**src/rtl/flash_cmd_pkg.sv**
```systemverilog
// flash_cmd_pkg
// Shared definitions for the flash command sequencer: the JEDEC-style command
// bytes, the sequencer state encoding, the operation encoding, the select
// encoding for the external address unit, and the data-source encoding used
// by the command ROM.
// No ports (package).
package flash_cmd_pkg;

    localparam logic [7:0] CMD_AA = 8'hAA;
    localparam logic [7:0] CMD_55 = 8'h55;
    localparam logic [7:0] CMD_A0 = 8'hA0;
    localparam logic [7:0] CMD_80 = 8'h80;
    localparam logic [7:0] CMD_30 = 8'h30;
    localparam logic [7:0] CMD_10 = 8'h10;

    localparam int STEP_W = 3;
    localparam int WAIT_W = 16;

    typedef enum logic [2:0] {
        ST_IDLE,
        ST_SETUP,
        ST_STROBE,
        ST_HOLD,
        ST_WAIT,
        ST_READ_OE,
        ST_INCR,
        ST_DONE
    } state_t;

    typedef enum logic [1:0] {
        OP_READ,
        OP_PROG,
        OP_SECT_ERASE,
        OP_CHIP_ERASE
    } op_t;

    typedef enum logic [2:0] {
        SEL_XXXX,
        SEL_5555,
        SEL_AAAA,
        SEL_ADDR,
        SEL_HOLD
    } sel_t;

    typedef enum logic {
        SRC_CMD,
        SRC_WRDATA
    } src_t;

endpackage

```
**src/rtl/flash_cmd_seq_if.sv**
```systemverilog
// flash_cmd_seq_if
// Bundles the operation requests, the address-unit selects, the flash strobes
// and the status flags of the flash command sequencer.
//   master modport : drives StartRead/StartProg/StartSectErase/StartChipErase,
//                    AutoIncr, WrData; observes everything else.
//   slave modport  : the sequencer side (flash_cmd_seq).
interface flash_cmd_seq_if;

    logic       StartRead;
    logic       StartProg;
    logic       StartSectErase;
    logic       StartChipErase;
    logic       AutoIncr;
    logic [7:0] WrData;

    logic       Sel5555;
    logic       SelAAAA;
    logic       SelAddr;
    logic       SelHOLD;
    logic       SelXXXX;
    logic       IncrAddr;
    logic [7:0] FlashDQ;
    logic       CE_n;
    logic       WE_n;
    logic       OE_n;
    logic       ReadStrobe;
    logic       Busy;
    logic       Done;
    logic       Error;

    modport master (
        output StartRead, StartProg, StartSectErase, StartChipErase, AutoIncr, WrData,
        input  Sel5555, SelAAAA, SelAddr, SelHOLD, SelXXXX, IncrAddr, FlashDQ,
        input  CE_n, WE_n, OE_n, ReadStrobe, Busy, Done, Error
    );

    modport slave (
        input  StartRead, StartProg, StartSectErase, StartChipErase, AutoIncr, WrData,
        output Sel5555, SelAAAA, SelAddr, SelHOLD, SelXXXX, IncrAddr, FlashDQ,
        output CE_n, WE_n, OE_n, ReadStrobe, Busy, Done, Error
    );

endinterface

```
**src/rtl/flash_cmd_rom.sv**
```systemverilog
// flash_cmd_rom
// Combinational command table: for a given operation and write-cycle index it
// returns the address select, where the data byte comes from, the constant
// command byte, and whether this is the final write cycle of the operation.
// Ports:
//   op   in  operation being executed
//   step in  write-cycle index within the operation
//   sel  out address-unit select for this write cycle
//   src  out data source (command constant or captured user byte)
//   cmd  out command byte when src is SRC_CMD
//   last out high on the final write cycle
module flash_cmd_rom
    import flash_cmd_pkg::*;
(
    input  op_t               op,
    input  logic [STEP_W-1:0] step,
    output sel_t              sel,
    output src_t              src,
    output logic [7:0]        cmd,
    output logic              last
);

    // Both erase flavours share the first six cycles; chip erase appends one
    // extra (5555,10) cycle after the (Addr,30) cycle.
    always_comb begin
        sel  = SEL_XXXX;
        src  = SRC_CMD;
        cmd  = 8'h00;
        last = 1'b1;
        case (op)
            OP_READ: begin
                sel  = SEL_ADDR;
                last = 1'b1;
            end
            OP_PROG: begin
                last = 1'b0;
                case (step)
                    3'd0: begin sel = SEL_5555; cmd = CMD_AA; end
                    3'd1: begin sel = SEL_AAAA; cmd = CMD_55; end
                    3'd2: begin sel = SEL_5555; cmd = CMD_A0; end
                    default: begin sel = SEL_ADDR; src = SRC_WRDATA; last = 1'b1; end
                endcase
            end
            default: begin
                last = 1'b0;
                case (step)
                    3'd0: begin sel = SEL_5555; cmd = CMD_AA; end
                    3'd1: begin sel = SEL_AAAA; cmd = CMD_55; end
                    3'd2: begin sel = SEL_5555; cmd = CMD_80; end
                    3'd3: begin sel = SEL_5555; cmd = CMD_AA; end
                    3'd4: begin sel = SEL_AAAA; cmd = CMD_55; end
                    3'd5: begin
                        sel  = SEL_ADDR;
                        cmd  = CMD_30;
                        last = (op == OP_SECT_ERASE);
                    end
                    default: begin sel = SEL_5555; cmd = CMD_10; last = 1'b1; end
                endcase
            end
        endcase
    end

endmodule

```
**src/rtl/flash_cmd_seq.sv**
```systemverilog
// flash_cmd_seq
// Sequences flash read, program, sector-erase and chip-erase operations as a
// series of 3-cycle write cycles (SETUP/STROBE/HOLD) followed by a wait, and
// drives an external address unit through one-hot selects. Every output is
// decoded from registered state so it is stable at the following negedge SCL.
// Ports:
//   SCL   in  sole clock, all state updates on posedge
//   Reset in  synchronous active-high reset
//   bus   slave side of flash_cmd_seq_if (requests, selects, strobes, status)
module flash_cmd_seq
    import flash_cmd_pkg::*;
#(
    parameter int PROG_WAIT  = 20,
    parameter int ERASE_WAIT = 200
) (
    input logic           SCL,
    input logic           Reset,
    flash_cmd_seq_if.slave bus
);

    localparam logic [WAIT_W-1:0] PROG_WAIT_CNT  = WAIT_W'(PROG_WAIT);
    localparam logic [WAIT_W-1:0] ERASE_WAIT_CNT = WAIT_W'(ERASE_WAIT);

    state_t              state_q, state_d;
    op_t                 op_q, op_d;
    logic [7:0]          wrdata_q, wrdata_d;
    logic                auto_q, auto_d;
    logic [STEP_W-1:0]   step_q, step_d;
    logic [WAIT_W-1:0]   cnt_q, cnt_d;
    logic                rd_second_q, rd_second_d;
    logic                error_q;

    sel_t                rom_sel;
    src_t                rom_src;
    logic [7:0]          rom_cmd;
    logic                rom_last;

    sel_t                sel;
    logic                busy;
    logic                any_start;
    logic [WAIT_W-1:0]   wait_len;
    state_t              after_op;

    flash_cmd_rom u_rom (
        .op   (op_q),
        .step (step_q),
        .sel  (rom_sel),
        .src  (rom_src),
        .cmd  (rom_cmd),
        .last (rom_last)
    );

    assign busy      = (state_q != ST_IDLE) && (state_q != ST_DONE);
    assign any_start = bus.StartRead | bus.StartProg | bus.StartSectErase | bus.StartChipErase;
    assign wait_len  = (op_q == OP_PROG) ? PROG_WAIT_CNT : ERASE_WAIT_CNT;
    // The address increment only makes sense after a read or program.
    assign after_op  = (auto_q && (op_q == OP_READ || op_q == OP_PROG)) ? ST_INCR : ST_DONE;

    // State and operation context registers. The Error flag is a registered
    // one-cycle echo of a request arriving while an operation is in flight.
    always_ff @(posedge SCL) begin
        if (Reset) begin
            state_q     <= ST_IDLE;
            op_q        <= OP_READ;
            wrdata_q    <= 8'h00;
            auto_q      <= 1'b0;
            step_q      <= '0;
            cnt_q       <= '0;
            rd_second_q <= 1'b0;
            error_q     <= 1'b0;
        end else begin
            state_q     <= state_d;
            op_q        <= op_d;
            wrdata_q    <= wrdata_d;
            auto_q      <= auto_d;
            step_q      <= step_d;
            cnt_q       <= cnt_d;
            rd_second_q <= rd_second_d;
            error_q     <= busy & any_start;
        end
    end

    // Next-state logic. The wait counter is loaded with length-1 on leaving
    // the final HOLD so that WAIT lasts exactly the configured number of cycles.
    always_comb begin
        state_d     = state_q;
        op_d        = op_q;
        wrdata_d    = wrdata_q;
        auto_d      = auto_q;
        step_d      = step_q;
        cnt_d       = cnt_q;
        rd_second_d = rd_second_q;
        case (state_q)
            ST_IDLE: begin
                if (any_start) begin
                    if (bus.StartChipErase)      op_d = OP_CHIP_ERASE;
                    else if (bus.StartSectErase) op_d = OP_SECT_ERASE;
                    else if (bus.StartProg)      op_d = OP_PROG;
                    else                         op_d = OP_READ;
                    wrdata_d = bus.WrData;
                    auto_d   = bus.AutoIncr;
                    step_d   = '0;
                    state_d  = ST_SETUP;
                end
            end
            ST_SETUP: begin
                rd_second_d = 1'b0;
                state_d     = (op_q == OP_READ) ? ST_READ_OE : ST_STROBE;
            end
            ST_STROBE: state_d = ST_HOLD;
            ST_HOLD: begin
                if (!rom_last) begin
                    step_d  = step_q + 3'd1;
                    state_d = ST_SETUP;
                end else if (wait_len == '0) begin
                    state_d = after_op;
                end else begin
                    cnt_d   = wait_len - 16'd1;
                    state_d = ST_WAIT;
                end
            end
            ST_WAIT: begin
                if (cnt_q == '0) state_d = after_op;
                else             cnt_d   = cnt_q - 16'd1;
            end
            ST_READ_OE: begin
                if (rd_second_q) state_d     = after_op;
                else             rd_second_d = 1'b1;
            end
            ST_INCR: state_d = ST_DONE;
            ST_DONE: state_d = ST_IDLE;
            default: state_d = ST_IDLE;
        endcase
    end

    // Moore output decode; the select and data byte come from the ROM for the
    // whole SETUP/STROBE/HOLD triple, so they cannot change mid write cycle.
    always_comb begin
        sel            = SEL_XXXX;
        bus.CE_n       = 1'b1;
        bus.WE_n       = 1'b1;
        bus.OE_n       = 1'b1;
        bus.FlashDQ    = 8'h00;
        bus.IncrAddr   = 1'b0;
        bus.ReadStrobe = 1'b0;
        case (state_q)
            ST_SETUP, ST_STROBE, ST_HOLD: begin
                sel         = rom_sel;
                bus.CE_n    = 1'b0;
                bus.WE_n    = (state_q != ST_STROBE);
                bus.FlashDQ = (rom_src == SRC_WRDATA) ? wrdata_q : rom_cmd;
            end
            ST_WAIT: sel = SEL_HOLD;
            ST_READ_OE: begin
                sel            = SEL_ADDR;
                bus.CE_n       = 1'b0;
                bus.OE_n       = 1'b0;
                bus.ReadStrobe = rd_second_q;
            end
            ST_INCR: begin
                sel          = SEL_ADDR;
                bus.IncrAddr = 1'b1;
            end
            default: sel = SEL_XXXX;
        endcase
    end

    assign bus.Sel5555 = (sel == SEL_5555);
    assign bus.SelAAAA = (sel == SEL_AAAA);
    assign bus.SelAddr = (sel == SEL_ADDR);
    assign bus.SelHOLD = (sel == SEL_HOLD);
    assign bus.SelXXXX = (sel == SEL_XXXX);
    assign bus.Busy    = busy;
    assign bus.Done    = (state_q == ST_DONE);
    assign bus.Error   = error_q;

endmodule

```
**src/flat_wrapper.sv**
```systemverilog
// flat-port wrapper written by rule: the top's interface ports become plain ports
module flash_cmd_seq_flat import flash_cmd_pkg::*;
#(
    parameter int PROG_WAIT  = 20,
    parameter int ERASE_WAIT = 200
)
  (SCL, Reset, bus_StartRead, bus_StartProg, bus_StartSectErase, bus_StartChipErase, bus_AutoIncr, bus_WrData, bus_Sel5555, bus_SelAAAA, bus_SelAddr, bus_SelHOLD, bus_SelXXXX, bus_IncrAddr, bus_FlashDQ, bus_CE_n, bus_WE_n, bus_OE_n, bus_ReadStrobe, bus_Busy, bus_Done, bus_Error);
  flash_cmd_seq_if bus_i ();
  input logic SCL;
  input logic Reset;
  input wire logic [$bits(bus_i.StartRead)-1:0] bus_StartRead;
  input wire logic [$bits(bus_i.StartProg)-1:0] bus_StartProg;
  input wire logic [$bits(bus_i.StartSectErase)-1:0] bus_StartSectErase;
  input wire logic [$bits(bus_i.StartChipErase)-1:0] bus_StartChipErase;
  input wire logic [$bits(bus_i.AutoIncr)-1:0] bus_AutoIncr;
  input wire logic [$bits(bus_i.WrData)-1:0] bus_WrData;
  output wire logic [$bits(bus_i.Sel5555)-1:0] bus_Sel5555;
  output wire logic [$bits(bus_i.SelAAAA)-1:0] bus_SelAAAA;
  output wire logic [$bits(bus_i.SelAddr)-1:0] bus_SelAddr;
  output wire logic [$bits(bus_i.SelHOLD)-1:0] bus_SelHOLD;
  output wire logic [$bits(bus_i.SelXXXX)-1:0] bus_SelXXXX;
  output wire logic [$bits(bus_i.IncrAddr)-1:0] bus_IncrAddr;
  output wire logic [$bits(bus_i.FlashDQ)-1:0] bus_FlashDQ;
  output wire logic [$bits(bus_i.CE_n)-1:0] bus_CE_n;
  output wire logic [$bits(bus_i.WE_n)-1:0] bus_WE_n;
  output wire logic [$bits(bus_i.OE_n)-1:0] bus_OE_n;
  output wire logic [$bits(bus_i.ReadStrobe)-1:0] bus_ReadStrobe;
  output wire logic [$bits(bus_i.Busy)-1:0] bus_Busy;
  output wire logic [$bits(bus_i.Done)-1:0] bus_Done;
  output wire logic [$bits(bus_i.Error)-1:0] bus_Error;
  assign bus_i.StartRead = bus_StartRead;
  assign bus_i.StartProg = bus_StartProg;
  assign bus_i.StartSectErase = bus_StartSectErase;
  assign bus_i.StartChipErase = bus_StartChipErase;
  assign bus_i.AutoIncr = bus_AutoIncr;
  assign bus_i.WrData = bus_WrData;
  assign bus_Sel5555 = bus_i.Sel5555;
  assign bus_SelAAAA = bus_i.SelAAAA;
  assign bus_SelAddr = bus_i.SelAddr;
  assign bus_SelHOLD = bus_i.SelHOLD;
  assign bus_SelXXXX = bus_i.SelXXXX;
  assign bus_IncrAddr = bus_i.IncrAddr;
  assign bus_FlashDQ = bus_i.FlashDQ;
  assign bus_CE_n = bus_i.CE_n;
  assign bus_WE_n = bus_i.WE_n;
  assign bus_OE_n = bus_i.OE_n;
  assign bus_ReadStrobe = bus_i.ReadStrobe;
  assign bus_Busy = bus_i.Busy;
  assign bus_Done = bus_i.Done;
  assign bus_Error = bus_i.Error;
  flash_cmd_seq #(.PROG_WAIT(PROG_WAIT), .ERASE_WAIT(ERASE_WAIT)) u_core (.SCL(SCL), .Reset(Reset), .bus(bus_i));
endmodule
```
**config.mk**
```make
export PLATFORM = sky130hd
export DESIGN_NAME = flash_cmd_seq_flat
export DESIGN_NICKNAME = d
export VERILOG_FILES = /design/src/rtl/flash_cmd_pkg.sv /design/src/rtl/flash_cmd_seq_if.sv /design/src/rtl/flash_cmd_rom.sv /design/src/rtl/flash_cmd_seq.sv /design/src/flat_wrapper.sv
export SDC_FILE = /design/constraint.sdc
export NUM_CORES = 1
export LEC_CHECK = 0
export ABC_CLOCK_PERIOD_IN_PS = 2600
export CAP_MARGIN = 30
export CORE_MARGIN = 3
export CORE_UTILIZATION = 35
export DETAILED_ROUTE_END_ITERATION = 8
export PLACE_DENSITY_LB_ADDON = 0.25
export SYNTH_ARGS = -nofsm -noshare
export SYNTH_HDL_FRONTEND = slang
export SYNTH_SLANG_ARGS = --single-unit
```
**constraint.sdc**
```tcl
create_clock -name SCL -period 2.6 [get_ports SCL]
set_input_delay 0.26 -clock SCL [delete_from_list [all_inputs] [get_ports SCL]]
set_output_delay 0.26 -clock SCL [all_outputs]
set_load 0.01 [all_outputs]
```
==> impl_results.md, run 1 <==
* Status: complete, no violations
* Fmax at 0.4024 GHz
* Reg2Reg Setup Slack at 120 ps
* Area of the multi-input gates at 0.001305 mm²
* Period minus WS final at 2485 ps
* Worst-Margin Slew at 577.2 ps
* CTS Sinks at 35
* Final Hold Slack at 455.2 ps
* Drt initial violations at 67
* Main synth FF type: dfxtp_1
* Register Area at 703.2 µm²
* Rel. slew slack at 61.26%
* GRT overflow at 0
* Most frequent cells after synthesis: 41 x nand2_1, 38 x nor2_1, 35 x dfxtp_1, 24 x o21ai_0, 23 x a21oi_1
* Vias per inst at 5.272
* Setup Skew at 3.055 ps
* Max-cap violations at 0
* Vias at 2114
* Setup CP Type: flop to flop
* Yosys top cell area share at 34.27%
* Post-DP HPWL at 3826 µm
* Power per cell area at 1196 mW/mm²
* Largest net degree at the start of global routing at 17
* Post-synth EDFFs at 0
* Final GP Congestion at 0.8464
* Core area at 0.005574 mm²
* Critical path required time at 2830 ps
* Cells after Synth at 282
* ANT nets after route at 0
* Number of global-route vias before repair at 1949
* Nets at 349
* Crit path DAT at 2710 ps
* Final worst-path cycle share at 95.58%
* Critical Path Slowest Stage Cell: or4b_2
* Fraction of layout cells with a size suffix above 1 at 14.59%
* Setup crit end kind: flop
* Final Hold Fails at 0
* Crit path cell chain: or3b_2, clkinv_2, nand2_1, ha_1, or4b_2, nor3_2, o21ai_2, nor3b_2, mux2_1, nor2_1
* WL per Instance at 12.91 µm
* Synth top area cells: dfxtp_1 34%, nand2_1 7.5%, nor2_1 7.0%
* Post-synth cell types at 47
* Bufs on Longest Clock Path at 2
* Final WL at 5178 µm
* Worst setup margin at 115.0 ps
* Async set-or-reset flop fraction in the synthesized netlist at 0%
* Syn Area/Cell at 7.250 µm²
* Most frequent cell after synthesis: nand2_1
* GRT Overall Usage at 16.06%
* Leakage at 1.058 nW
* Die area at 0.006795 mm²
* Clk_lat worst skew at 280 ps
* First-pass GRT wire length at 8687 µm
* Total power at 3.279 mW
* Post-Layout Inst Area at 0.002741 mm²
* Initial antenna violation count at 0
* CTS tree: yes
* DRC Markers at 0
* Layout area overhead at 34.09%
* Placement Cell Area at 0.002554 mm²
* DIE HEIGHT at 82.43 µm
* Hold crit path type: flop to flop
* First-pass iteration count of the detailed router at 4
* Initial Util at 36.68%
* # hold bufs at CTS at 0
* Dominant cell type by area after synthesis: dfxtp_1
* Row cnt at 27
* Delay of the slowest critical-path stage at 650 ps
* Fillers at 547
* Seq/Total Area, Yosys at 34.27%
* Worst VDD drop at 0.6930 mV
* Synthesized area at 0.002044 mm²
* IO Pins at 36
* Crit-path max FO at 5
* Final setup violation count at 0
* Synth Register Bits at 35
* CTS clk-pin slew, worst paths at 70 ps
* Critical path launch point type: flop
* Final Max Slew Viols at 0
* Placement Setup Slack at 72.61 ps
* Chip Width at 82.43 µm
* Port Buffer Count at 35
* Synthesized net count at 303
* H-tree levels at 2
* Yosys Warn Count at 0
* Root buf cell: clkbuf_8
* N_diodes at 0
* Inserted Clock Buffers at 5
-- power breakdown --
part / internal (mW) / switching, mW / leakage [nW]
clock: 0.310 / 0.199 / 0.0612
combinational: 0.880 / 1.06 / 0.710
sequential: 0.700 / 0.132 / 0.287
-- flip-flops by register name (all words and copies together), names as in the netlist --
name / count
u_core.cnt_q: 16
u_core.wrdata_q: 8
u_core.state_q: 3
u_core.step_q: 3
u_core.op_q: 2
u_core.auto_q: 1
u_core.bus.Error: 1
u_core.rd_second_q: 1
-- repair_timing --
action | 4_1_cts | 5_1_grt
endpoints found under the setup margin | 8 | 11
resized for setup | 8 | 13
pin swaps | 0 | 1
buffers inserted | 1 | 1
-- placed cells by master (no fill, tap or decap), types with 2 or more instances in the layout --
cell type	n
a31oi_1	3
o211ai_1	2
and3_1	2
nor2_1	37
a21boi_0	2
buf_4	18
xor2_1	2
nor3_1	8
clkdlybuf4s50_1	30
mux2_2	2
and2_1	3
a21oi_1	23
dfxtp_2	2
o21a_1	7
inv_1	9
clkinv_2	2
o21ai_1	2
o21ai_0	23
clkbuf_8	6
or3_1	3
nand3b_1	2
nor2b_1	4
nand3_1	7
a211oi_1	5
xnor2_1	4
o21ai_2	2
nand2_1	41
a22oi_1	2
nor4_1	5
dlygate4sd2_1	4
nand2b_1	2
ha_4	2
ha_1	3
dfxtp_1	33
-- per-stage QoR --
step                instances  TNS (ps)  util [%]
finish                    401         0     49.18
global route              401    -2.310     49.18
CTS                       400         0     48.08
detailed placement        391         0     45.81
global placement          391         0     45.81
floorplan                 282         0         -
-- critical path: cells and delay by family (launching register included) --
family / cells / cell delay, ps
AO/OA/AOI/OAI: 1 / 120
AND/OR/NAND/NOR: 6 / 1400
buffers and inverters: 1 / 90
adder cells (fa/ha/maj): 1 / 160
multiplexers: 1 / 340
flip-flops: 1 / 310
-- metal layers --
metal  up-vias  routed length, µm  track usage, %
li1       1085                  -               -
met1       976               2293           20.15
met2        46               2613           28.04
met3         7                222           3.362
met4         0                 48           3.654
met5         -                  0               0
-- final timing paths --
kind                                    startpoint                  to  depth (start not counted)
worst max-delay path             u_core.state_q[2]    u_core.cnt_q[12]                         10
worst min-delay path            u_core.wrdata_q[1]  u_core.wrdata_q[1]                          2
worst max register to register   u_core.state_q[2]    u_core.cnt_q[12]                         10
worst min register to register  u_core.wrdata_q[1]  u_core.wrdata_q[1]                          2
-- kinds of logic (layout without fill, tap and decap cells) --
logic type | after synthesis | after routing | share of synthesized area, %
simple gates | 125 | 125 | 28.64
buf+inv | 25 | 72 | 4.590
flops | 35 | 35 | 34.27
fa+ha+maj | 6 | 6 | 3.672
mux | 4 | 4 | 2.142
compound gates | 81 | 81 | 24.11
xor+xnor | 6 | 6 | 2.570
-- cell type report --
| cell class | count | area share [%] |
|---|---|---|
| Multi-Input combinational cell | 222 | 47.60 |
| Tap cell | 72 | 3.286 |
| Inverter | 11 | 1.552 |
| Clock buffer | 6 | 3.012 |
| Timing Repair Buffer | 53 | 17.62 |
| Clock inverter | 2 | 1.278 |
| Sequential cell | 35 | 25.65 |
(Power assumes the default switching activity.)
==> run 2, diff against run 1 <==
--- a/config.mk
+++ b/config.mk
@@ -5,9 +5,9 @@
 export SDC_FILE = /design/constraint.sdc
 export NUM_CORES = 1
 export LEC_CHECK = 0
-export ABC_CLOCK_PERIOD_IN_PS = 2600
-export CAP_MARGIN = 30
-export CORE_MARGIN = 3
+export ABC_CLOCK_PERIOD_IN_PS = 2450
+export CAP_MARGIN = 20
+export CORE_MARGIN = 2
 export CORE_UTILIZATION = 35
 export DETAILED_ROUTE_END_ITERATION = 8
 export PLACE_DENSITY_LB_ADDON = 0.25
==> constraint.sdc (replaced) <==
create_clock -name SCL -period 2.45 [get_ports SCL]
set_input_delay 0.245 -clock SCL [delete_from_list [all_inputs] [get_ports SCL]]
set_output_delay 0.245 -clock SCL [all_outputs]
set_load 0.01 [all_outputs]
==> impl_results.md, run 2 (synthesized netlist as in run 1, its figures left out) <==
* Setup crit end kind: primary output
* Worst VDD drop at 0.8149 mV (+18%)
* Biggest regs: u_core.cnt_q: 16 flops, u_core.wrdata_q: 8 flops
* Most Used Layer, Global Route: met2
* CTS clk-pin slew, worst paths at 80 ps (about the same)
* Worst setup path startpoint: u_core.step_q[0]
* Fillers at 577 (+5.5%)
* Final WL at 5276 µm (+1.9%)
* Final GP Congestion at 0.9025 (+6.6%)
* Top reg by flops: u_core.cnt_q
* H-tree levels at 2 (unchanged)
* Fmax at 0.4277 GHz
* Combinational power share at 62.0% (+2.9 points)
* Inserted Clock Buffers at 5 (unchanged)
* Rel. slew slack at 67.63% (+6.4 points)
* CTS Sinks at 35 (unchanged)
* Most frequent CP cell: nand2_1
* Seq pwr share at 25.6% (+0.2 points)
* Drt initial violations at 77 (+15%)
* Critical Path Slowest Stage Cell: clkdlybuf4s50_1
* CP Buf/Inv Count at 3 (+2)
* Bufs on Longest Clock Path at 2 (unchanged)
* Leakage at 1.099 nW (+3.9%)
* IO Pins at 36 (unchanged)
* Largest register FFs at 16 (unchanged)
* Vias at 2149 (+1.7%)
* Fraction of layout cells with a size suffix above 1 at 15.11% (+0.52 points)
* Critical Path End: bus_Sel5555
* Root buf cell: clkbuf_8
* Min-delay src: u_core.wrdata_q[7]
* GRT overflow at 0 (unchanged)
* Placement Setup Slack at 15.61 ps (-57.00 ps)
* Core area at 0.005574 mm² (unchanged)
* Chip Width at 80.43 µm (-2.4%)
* First-pass iteration count of the detailed router at 4 (unchanged)
* Delay of the slowest critical-path stage at 540 ps (-110 ps)
* CTS tree: yes
* Final Core Density at 49.25% (+0.067 points)
* Final setup violation count at 0 (unchanged)
* Nets at 352 (+0.86%)
* ANT nets after route at 0 (unchanged)
* Cells on worst reg2reg path at 10 (unchanged)
* Crit path depth at 9 (-1)
* Commonest non-fill, non-tap cell in the layout: nand2_1
* N_diodes at 0 (unchanged)
* Largest net degree at the start of global routing at 31 (+14)
* Sw Share at 44.07% (+1.7 points)
* Status: complete, no violations
* Vias per inst at 5.333 (+1.2%)
* Reg2Reg Setup Slack at 140 ps (+20 ps)
* Post-DP HPWL at 3859 µm (+0.88%)
* Worst setup margin at 112.0 ps (-2.995 ps)
* Crit path cell chain: inv_2, ha_4, nand2_1, o21ai_1, nand2_1, o311ai_1, buf_4, nor2_1, clkdlybuf4s50_1
* Critical path launch point type: flop
* Initial antenna violation count at 0 (unchanged)
* Period minus WS final at 2338 ps
* Hold crit path type: flop to flop
* DRC Markers at 0 (unchanged)
* GRT Overall Usage at 17.22% (+1.2 points)
* Initial Util at 36.68% (unchanged)
* Clk_lat worst skew at 290 ps (about the same)
* Layout area overhead at 34.27%
* Net Sw Power at 1.509 mW (+8.6%)
* Crit-path max FO at 6 (+1)
* DIE HEIGHT at 80.43 µm (-2.4%)
* Reg2reg start: u_core.state_q[2]
* Final Hold Fails at 0 (unchanged)
* Crit path DAT at 2090 ps (-620 ps)
* Internal power at 1.915 mW (+1.4%)
* Crit path max-delay family: buffers and inverters
* Number of global-route vias before repair at 2010 (+3.1%)
* Met1 Use GR at 21.65% (+1.5 points)
* Final Hold Slack at 459.1 ps (+3.899 ps)
* Setup TNS Final at 0 ps (unchanged)
* Critical path required time at 2200 ps (-630 ps)
* Post-Layout Inst Area at 0.002745 mm² (+0.14%)
* Post-CTS Setup Inserts at 0 (-1)
* RSZ-0062 raised after global routing: false
* WL per Instance at 13.09 µm (+1.4%)
* Power per cell area at 1248 mW/mm² (+4.3%)
* Setup CP Type: flop to primary output
* Placement Cell Area at 0.002600 mm² (+1.8%)
* Final Max Slew Viols at 0 (unchanged)
* Max-cap violations at 0 (unchanged)
* Worst-Margin Slew at 482.3 ps (-94.86 ps)
* Port Buffer Count at 35 (unchanged)
* Met2 Use GR at 29.08% (+1.0 points)
* Setup Skew at 8.839 ps (+5.784 ps)
* Final worst-path cycle share at 95.43%
* Most frequent cells in the layout: 41 x nand2_1, 38 x nor2_1, 32 x dfxtp_1
* Grt met3 use at 3.933% (+0.57 points)
* Die area at 0.006469 mm² (-4.8%)
* First-pass GRT wire length at 8866 µm (+2.1%)
* RR Endpoint: u_core.cnt_q[12]
* Clk pwr share at 12.4% (-3.1 points)
* Min-Delay Path Depth at 2 (unchanged)
* Row cnt at 27 (unchanged)
==> run 2: worst min path at each step <==
stage / end / slack [ps]
final: u_core.wrdata_q[7] / 460
after detailed placement: u_core.wrdata_q[7] / 450
after floorplan: u_core.wrdata_q[5] / 380
after CTS: u_core.wrdata_q[7] / 460
after global routing: u_core.wrdata_q[7] / 480
after global placement: u_core.wrdata_q[4] / 440
==> run 2: final cells by class <==
cell class | count | area [µm²] | area share [%]
multi-input cells | 222 | 1310 | 47.72
clock inverters | 1 | 5.005 | 0.1823
flip-flops and latches | 35 | 706.9 | 25.75
well taps | 72 | 90.09 | 3.282
repair buffers | 56 | 508.0 | 18.51
inverters | 11 | 42.54 | 1.550
clock buffers | 6 | 82.58 | 3.008
==> run 2: tightest hold or removal path: stages, from the launching register on <==
cell and delay, ps:
dfxtp_1 310, nand2_1 50, a21oi_1 50
==> run 2: what timing repair did <==
action                                  4_1_cts  5_1_grt
resized for setup                            17       12
endpoints found under the setup margin       11        9
pin swaps                                     0        0
hold buffers                                  0        0
==> run 2: per-layer routing <==
metal  routed length [µm]  up-vias
met1                 2379     1012
li1                     -     1085
met3                  296        4
met2                 2553       48
met4                   47        0
met5                    0        -
==> run 2: power groups by stage <==
stage | clock (mW) | sequential, mW | combinational [mW]
2_1_floorplan | 0 | 0.871 | 1.35
3_3_place_gp | 0 | 0.882 | 2.09
3_5_place_dp | 0 | 0.885 | 2.11
4_1_cts | 0.443 | 0.875 | 2.11
5_1_grt | 0.466 | 0.896 | 2.38
6_report | 0.426 | 0.876 | 2.12
==> run 2: stage by stage <==
step           total power, mW  instances
4_1_cts                  3.429        403
3_3_place_gp             2.976        396
6_report                 3.425        403
3_5_place_dp             2.997        396
5_1_grt                  3.737        403
2_1_floorplan            2.224        282
